--- src/rtl/eth_src_arbiter.sv ---
// eth_src_arbiter: round-robin sequencer that frames fixed-size bursts from NUM_CH source FIFOs
// into one byte stream (A5, {ch,seq}, payload). Define ARB_CHKSUM_EN to append an XOR checksum byte.
module eth_src_arbiter #(
  parameter int NUM_CH    = 2,
  parameter int BURST_LEN = 64,
  parameter int LVL_W     = 12,
  parameter int GAP_CYC   = 2
) (
  input  logic                    data_clk,
  input  logic                    rst_n,
  input  logic                    transfer_flag,
  input  logic [NUM_CH*LVL_W-1:0] src_level,
  input  logic [NUM_CH*8-1:0]     src_data,
  output logic [NUM_CH-1:0]       src_rd,
  output logic                    out_en,
  output logic [7:0]              out_data,
  output logic                    busy,
  output logic [1:0]              grant_ch
);
  localparam int CH_W  = (NUM_CH > 1) ? $clog2(NUM_CH) : 1;
  localparam int CNT_W = $clog2(BURST_LEN) + 1;
  localparam logic [7:0] SYNC = 8'hA5;

`ifdef ARB_CHKSUM_EN
  typedef enum logic [2:0] {S_IDLE, S_HDR0, S_HDR1, S_BURST, S_CHK, S_GAP} state_t;
  logic [7:0] r_acc;
`else
  typedef enum logic [2:0] {S_IDLE, S_HDR0, S_HDR1, S_BURST, S_GAP} state_t;
`endif

  state_t            r_state, w_state_next;
  logic [CH_W-1:0]   r_g, r_rr_ptr, w_pick;
  logic              w_any_elig;
  logic [NUM_CH-1:0] w_elig;
  logic [5:0]        r_seq [NUM_CH];
  logic [CNT_W-1:0]  r_cnt;
  logic [3:0]        r_gap_cnt;
  logic              r_out_en, r_busy;
  logic [7:0]        r_out_data;
  logic [1:0]        r_grant_ch;
  logic              w_last, w_frame_end, w_rd_active;
  logic [7:0]        w_src_byte, w_hdr1;

  genvar gi;
  generate
    for (gi = 0; gi < NUM_CH; gi++) begin : g_elig
      assign w_elig[gi] = (src_level[gi*LVL_W +: LVL_W] >= LVL_W'(BURST_LEN));
    end
  endgenerate

  // Scan downward so the candidate closest to rr_ptr is the last one written and wins.
  always_comb begin
    logic [CH_W:0] sum;
    w_pick     = '0;
    w_any_elig = 1'b0;
    sum        = '0;
    for (int k = NUM_CH - 1; k >= 0; k--) begin
      sum = {1'b0, r_rr_ptr} + (CH_W+1)'(k);
      if (sum >= (CH_W+1)'(NUM_CH)) sum = sum - (CH_W+1)'(NUM_CH);
      if (w_elig[sum[CH_W-1:0]]) begin
        w_pick     = sum[CH_W-1:0];
        w_any_elig = 1'b1;
      end
    end
  end

  assign w_src_byte  = src_data[{r_g, 3'b000} +: 8];
  assign w_hdr1      = {2'(r_g), r_seq[r_g]};
  assign w_last      = (r_cnt == CNT_W'(BURST_LEN - 1));
  // First read issues in HDR1, so BURST stops reading one cycle before its last capture.
  assign w_rd_active = (r_state == S_HDR1) || ((r_state == S_BURST) && !w_last);

`ifdef ARB_CHKSUM_EN
  assign w_frame_end = (r_state == S_CHK);
`else
  assign w_frame_end = (r_state == S_BURST) && w_last;
`endif

  always_comb begin
    src_rd = '0;
    if (w_rd_active) src_rd[r_g] = 1'b1;
  end

  always_ff @(posedge data_clk or negedge rst_n) begin
    if (!rst_n) r_state <= S_IDLE;
    else        r_state <= w_state_next;
  end

  always_comb begin
    w_state_next = r_state;
    if (!transfer_flag) begin
      w_state_next = S_IDLE;
    end else begin
      case (r_state)
        S_IDLE:  if (w_any_elig) w_state_next = S_HDR0;
        S_HDR0:  w_state_next = S_HDR1;
        S_HDR1:  w_state_next = S_BURST;
        S_BURST: begin
`ifdef ARB_CHKSUM_EN
          if (w_last) w_state_next = S_CHK;
`endif
        end
`ifdef ARB_CHKSUM_EN
        S_CHK:   w_state_next = S_GAP;
`endif
        S_GAP:   if (r_gap_cnt == 4'(GAP_CYC - 1)) w_state_next = S_IDLE;
        default: w_state_next = S_IDLE;
      endcase
      if (w_frame_end) w_state_next = (GAP_CYC == 0) ? S_IDLE : S_GAP;
    end
  end

  always_ff @(posedge data_clk or negedge rst_n) begin
    if (!rst_n) begin
      r_out_en   <= 1'b0;
      r_out_data <= '0;
      r_busy     <= 1'b0;
      r_grant_ch <= '0;
      r_g        <= '0;
      r_rr_ptr   <= '0;
      r_cnt      <= '0;
      r_gap_cnt  <= '0;
      for (int i = 0; i < NUM_CH; i++) r_seq[i] <= '0;
    end else begin
      r_busy   <= (w_state_next != S_IDLE);
      r_out_en <= 1'b0;
      if (!transfer_flag) begin
        r_rr_ptr <= '0;
        for (int i = 0; i < NUM_CH; i++) r_seq[i] <= '0;
      end else begin
        case (r_state)
          S_IDLE: begin
            if (w_any_elig) begin
              r_g        <= w_pick;
              r_grant_ch <= 2'(w_pick);
            end
          end
          S_HDR0: begin
            r_out_en   <= 1'b1;
            r_out_data <= SYNC;
            r_cnt      <= '0;
            r_gap_cnt  <= '0;
          end
          S_HDR1: begin
            r_out_en   <= 1'b1;
            r_out_data <= w_hdr1;
          end
          S_BURST: begin
            r_out_en   <= 1'b1;
            r_out_data <= w_src_byte;
            r_cnt      <= r_cnt + 1'b1;
          end
`ifdef ARB_CHKSUM_EN
          S_CHK: begin
            r_out_en   <= 1'b1;
            r_out_data <= r_acc;
          end
`endif
          S_GAP:   r_gap_cnt <= r_gap_cnt + 1'b1;
          default: ;
        endcase
        if (w_frame_end) begin
          r_seq[r_g] <= r_seq[r_g] + 1'b1;
          r_rr_ptr   <= (r_g == CH_W'(NUM_CH - 1)) ? '0 : r_g + 1'b1;
        end
      end
    end
  end

`ifdef ARB_CHKSUM_EN
  always_ff @(posedge data_clk or negedge rst_n) begin
    if (!rst_n) begin
      r_acc <= '0;
    end else begin
      case (r_state)
        S_HDR0:  r_acc <= SYNC;
        S_HDR1:  r_acc <= r_acc ^ w_hdr1;
        S_BURST: r_acc <= r_acc ^ w_src_byte;
        default: ;
      endcase
    end
  end
`endif

  assign out_en   = r_out_en;
  assign out_data = r_out_data;
  assign busy     = r_busy;
  assign grant_ch = r_grant_ch;
endmodule

--- config.mk ---
export PLATFORM = sky130hd
export DESIGN_NAME = eth_src_arbiter
export DESIGN_NICKNAME = d
export VERILOG_FILES = /design/src/rtl/eth_src_arbiter.sv
export SDC_FILE = /design/constraint.sdc
export NUM_CORES = 1
export LEC_CHECK = 0
export CORE_UTILIZATION = 38
export CTS_CLUSTER_SIZE = 28
export DETAILED_ROUTE_END_ITERATION = 7
export PLACE_DENSITY = 0.67
export SYNTH_ARGS = -nofsm -noshare
export SYNTH_HDL_FRONTEND = slang
export SYNTH_SLANG_ARGS = --single-unit
--- constraint.sdc ---
create_clock -name data_clk -period 3.9 [get_ports data_clk]
set_clock_uncertainty 0.15 [all_clocks]
set_input_delay 1.17 -clock data_clk [delete_from_list [all_inputs] [get_ports data_clk]]
set_output_delay 1.17 -clock data_clk [all_outputs]
set_load 0.05 [all_outputs]
# Word-level counts from Yosys, hierarchy flattened
# Cells that the tools add are included.
[op_classes]
add_sub_neg = 7
multipliers = 0
n_div = 0
order_cmp = 10
n_eq_ne = 7
shifts = 1
n_mux = 34
bitwise = 1
n_reduce_logical = 16
[op_table]
columns = ["cell", "count"]
rows = [
  ["$ge A12 B7 Y1 const B", 2],
  ["$mux W12", 2],
  ["$mux W6", 4],
  ["$pmux W8 S3", 1],
  ["$mux W1", 16],
  ["$shiftx A16 B5 Y8", 1],
  ["$pmux W3 S5", 1],
  ["$pmux W7 S2", 1],
  ["$bwmux W12", 1],
  ["$mux W3", 4],
  ["$pmux W4 S2", 1],
  ["$add A7 B1 Y7 const B", 1],
  ["$eq A7 B6 Y1 const B", 1],
  ["$add A6 B1 Y6 const B", 1],
  ["$demux W6 S1", 1],
  ["$eq A3 B2 Y1 const B", 2],
  ["$lt A1 B2 Y1 const B", 3],
  ["$reduce_and A2 Y1", 3],
  ["$reduce_bool A3 Y1", 2],
  ["$add A4 B1 Y4 const B", 1],
  ["$eq A4 B1 Y1 const B", 1],
  ["$ge A2 B2 Y1 const B", 2],
  ["$logic_and A1 B1 Y1", 4],
  ["$reduce_bool A2 Y1", 2],
  ["other kinds (17)", 18],
]
[totals]
ff_bits = 38
latchBits = 0
mem_bits_rw = 0
rom_bits = 0
input_bits = 43
output_inout_bits = 14
word_cells = 86
mem_count = 0

# Longest topological paths before layout
[depth]
word_depth = 12
depth_mapped = 8
mapped_depth_nobuf = 6

# Least setup slack after synthesis
# OpenSTA, ideal clock, no wires.
[synth_timing]
path_type = "register to output"
from = "reg r_cnt[0]"
to = "out src_rd[0]"
arrival_time_ns = 2.095
required_time_ns = 2.580
path_slack_ns = 0.485
path_stages_with_launch = 5
n_path_buf = 0
cell_sequence = "dfrtp_1 -> ha_1 -> nand4b_4 -> nor2_1 -> a211oi_1"
[synth_between]
elab_chain_cells = 5
[synth_lines]
columns = ["element", "line_no", "text"]
rows = [
  ["from (decl)", "36", "logic [CNT_W-1:0] r_cnt;"],
  ["from (signal assigned)", "151", "r_cnt <= r_cnt + 1'b1;"],
  ["$eq A7 B6 Y1", "69", "assign w_last = (r_cnt == CNT_W'(BURST_LEN - 1));"],
  ["$logic_not A1 Y1", "71", "assign w_rd_active = (r_state == S_HDR1) || ((r_state == S_BURST) && !w_last);"],
  ["$logic_and A1 B1 Y1", "71", ""],
  ["$logic_or A1 B1 Y1", "71", ""],
  ["$mux W2", "81", "if (w_rd_active) src_rd[r_g] = 1'b1;"],
  ["to (decl)", "14", "output logic [NUM_CH-1:0] src_rd,"],
]
# Every way passes these cells.

# Worst setup path after layout
# Same ends and word-level chain as after synthesis.

==> impl_results.md <==
* Status: complete, no violations
* Post-CTS sizing at 0
* Final WL at 4.85 mm
* Pins over their slew limit at 0
* Peak supply drop at 0.000213 V
* Antenna diodes at 0
* Die area at 6060 sq um
* Max Freq at 271 MHz
* Setup repair bufs after CTS at 0
* Overflow after GRT at 0
* Initial DRC count at 94
* Starting Density at 39.5%
* Reg2Reg Setup Slack at 1710 ps
* CTS Hold Bufs at 0
* Sum Neg Setup Slack at 0 ps
* Final Instance Area at 2750 sq um
* Slew margin rel. at 43.7%
* Logic pwr share at 27.9%
* Vias in the first global route at 1664
* Yosys top cell by area: dfrtp_1
* Main flop type after synthesis: dfrtp_1
* Tot GR Track Use at 17.4%
* Clock power frac at 27.6%
* Slew @ Worst Pin at 845 ps
* Top-level I/O count at 57
* Simple-gate share of the synthesized area at 25.5%
* Unrepaired setup endpoints after global routing: false
* Period utilization at 94.6%
* XOR/XNOR share of the synthesized area at 4.41%
* Routed WL per cell at 14.4 um
* Cell Area, Placed at 2660 sq um
* Critical Path Start Type: flop
* Psw at 339 uW
* Largest family of logic cells by synthesized area: simple AND/OR/NAND/NOR gates
* Post-synth EDFFs at 0
* CTS tree: done
* PD cells at 371 nW/um^2
* Final hold violations at 0
* Worst Path Required at 2580 ps
* Crit path time final at 3690 ps
* # Max-Cap Violations at 0
* Die W at 77.9 um
* IO Port Bufs at 43
* Die height at 77.9 um
* Mux share of post-synthesis cell area at 8.12%
* Synth top area cells: dfrtp_1 (43%), mux2i_1 (5.0%), nand2_1 (3.9%), xor2_1 (3.6%), o21ai_0 (3.2%)
* Mapped Avg Cell Area at 9.68 sq um
* Core Region at 5540 sq um
* Max clock buf depth at 2
* Lkg Pwr at 0.00123 uW
* Synth Area in Adders at 2.29%
* Ys Warns at 0
* Area grow syn2layout at 25.7%
* Antenna violations before repair at 0
* DR vias at 1776
* Sequential share of power at 44.4%
* Post-DP HPWL at 3.45 mm
* Mapped cell area at 2190 sq um
* Asr flop ratio synth at 100%
* Filler cell count in the final layout at 560
* Nets at 312
* CP max FO at 10
* Root buffer cell: clkbuf_8
* Pre-Repair DR Iteration Count at 4
* Hold slack at 335 ps
* Tot Pwr at 1020 uW
* Post-DRT Antenna Nets at 0
* Synth Net Count at 273
* Net Sw Frac at 33.2%
* Critical Path Sink Type: output pin
* Area fraction in compound gates after synthesis at 11.5%
* Residual DRC count at 0
* Area of the multi-input gates at 1140 sq um
* First-pass GRT wire length at 8.20 mm
* Largest net degree at the start of global routing at 39
* Post-DR vias/cell at 5.25
* Synth Instances at 226
* Distinct cell type count of the synthesized netlist at 43
* Endpoints failing setup at 0
* Clock slew at reported path FFs at 80 ps
* Synth Register Bits at 38
* Clk Latency, worst-skew pair at 280 ps
* Worst min path class: flop to flop
* Clock Sinks at 38
* Register area at 951 sq um
* Top-area cell type share of the netlist area at 43.5%
* Routability Congestion at 0.808
* Row cnt at 27
* TritonCTS buffer count at 5
* Seq/Total Area, Yosys at 43.5%
* Share of layout cells above drive strength 1 at 8.27%
* CTS H-tree lvls at 2
* Internal at 680 uW
* Crit path DAT at 2370 ps
* Kind of critical path: flop to output pin
==> layer usage <==
metal | part of all wire [%] | up-vias | wire, um | global-route usage [%]
met2 | 46 | 43 | 2250 | 26.2
met5 | 0 | - | 0 | 0
met1 | 51 | 846 | 2450 | 25.6
met3 | 3.2 | 0 | 155 | 2.94
li1 | - | 887 | - | -
met4 | 0 | 0 | 0 | 4.53
==> state kept, by name, indices dropped and copies added (netlist names) <==
register   flops
r_gap_cnt      4
r_g            1
r_seq         12
out_en         1
r_cnt          7
r_state        3
busy           1
r_rr_ptr       1
out_data       8
==> power groups by stage <==
stage	sequential, uW	clock, uW	combinational [uW]
after detailed placement	460	0	288
after CTS	453	286	288
after global routing	457	302	308
final	452	281	285
after global placement	459	0	285
after floorplan	510	0	135
==> critical path: stages, from the launching register on <==
cell and delay (ps):
dfrtp_1 420, ha_1 280, nand4b_4 190, nor2_1 90, a211oi_1 260, clkdlybuf4s50_1 840
==> placed cells by master, fill, tap and decap left out, types with 2 or more instances in the layout <==
cell type / count
clkdlybuf4s50_1: 41
dfrtp_1: 38
nand2_1: 23
o21ai_0: 14
a21oi_1: 12
nor2_1: 11
mux2i_1: 11
nor4_1: 9
xor2_1: 9
and2_1: 8
nand3_1: 7
inv_1: 6
nand4_1: 6
nor3_1: 6
nand2b_1: 6
clkbuf_8: 6
buf_4: 5
nor2b_1: 4
ha_1: 4
a211oi_1: 3
o22a_1: 3
mux2_2: 2
nand3b_1: 2
nor4b_1: 2
nand4b_1: 2
xnor2_1: 2
or3_1: 2
o2bb2ai_1: 2
o22ai_1: 2
mux4_2: 2
==> cell type report <==
cell class              instances  area share, %
clock buffers                   7           3.14
clock inverters                 1          0.182
inverters                       7          0.956
multi-input cells             166           41.4
flip-flops and latches         38           34.6
well taps                      72           3.28
repair buffers                 47           16.5
==> stage by stage <==
| step | util, % | instances | setup slack [ps] |
|---|---|---|---|
| 2_1_floorplan | - | 226 | 485 |
| 5_1_grt | 49.6 | 338 | 93.6 |
| 4_1_cts | 49.6 | 338 | 194 |
| 6_report | 49.6 | 338 | 211 |
| 3_3_place_gp | 48.0 | 330 | 544 |
| 3_5_place_dp | 48.0 | 330 | 518 |
==> cell families after synthesis <==
kind of cell	after synthesis
DFF	38
adders and majority gates	4
muxes	15
AOI/OAI and AO/OA	41
xor gates and xnor gates	11
buffers and inverters	22
and+or+nand+nor	94
other	1
==> synthesized netlist by cell type (2+ instances only) <==
library cell and number:
a211oi_1 3, a21oi_1 12, and2_1 8, buf_2 7, buf_4 2, clkbuf_1 6
dfrtp_1 38, ha_1 4, inv_1 6, mux2_2 2, mux2i_1 11, mux4_2 2
nand2_1 23, nand2b_1 6, nand3_1 7, nand3b_1 2, nand4_1 6, nand4b_1 2
nor2_1 11, nor2b_1 4, nor3_1 6, nor4_1 9, nor4b_1 2, o21ai_0 14
o22a_1 3, o22ai_1 2, o2bb2ai_1 2, or3_1 2, xnor2_1 2, xor2_1 9
==> path summary, 6_finish.rpt <==
check,startpoint,endpoint,depth (start not counted)
max in group asynchronous,rst_n,r_gap_cnt[0],1
min reg2reg,out_data[6],out_data[6],2
min,out_data[6],out_data[6],2
min in group asynchronous,rst_n,out_data[3],1
max reg2reg,r_g,r_seq[4],7
max,r_cnt[0],src_rd[0],5
Note: power is estimated with default switching activity, not from simulation.
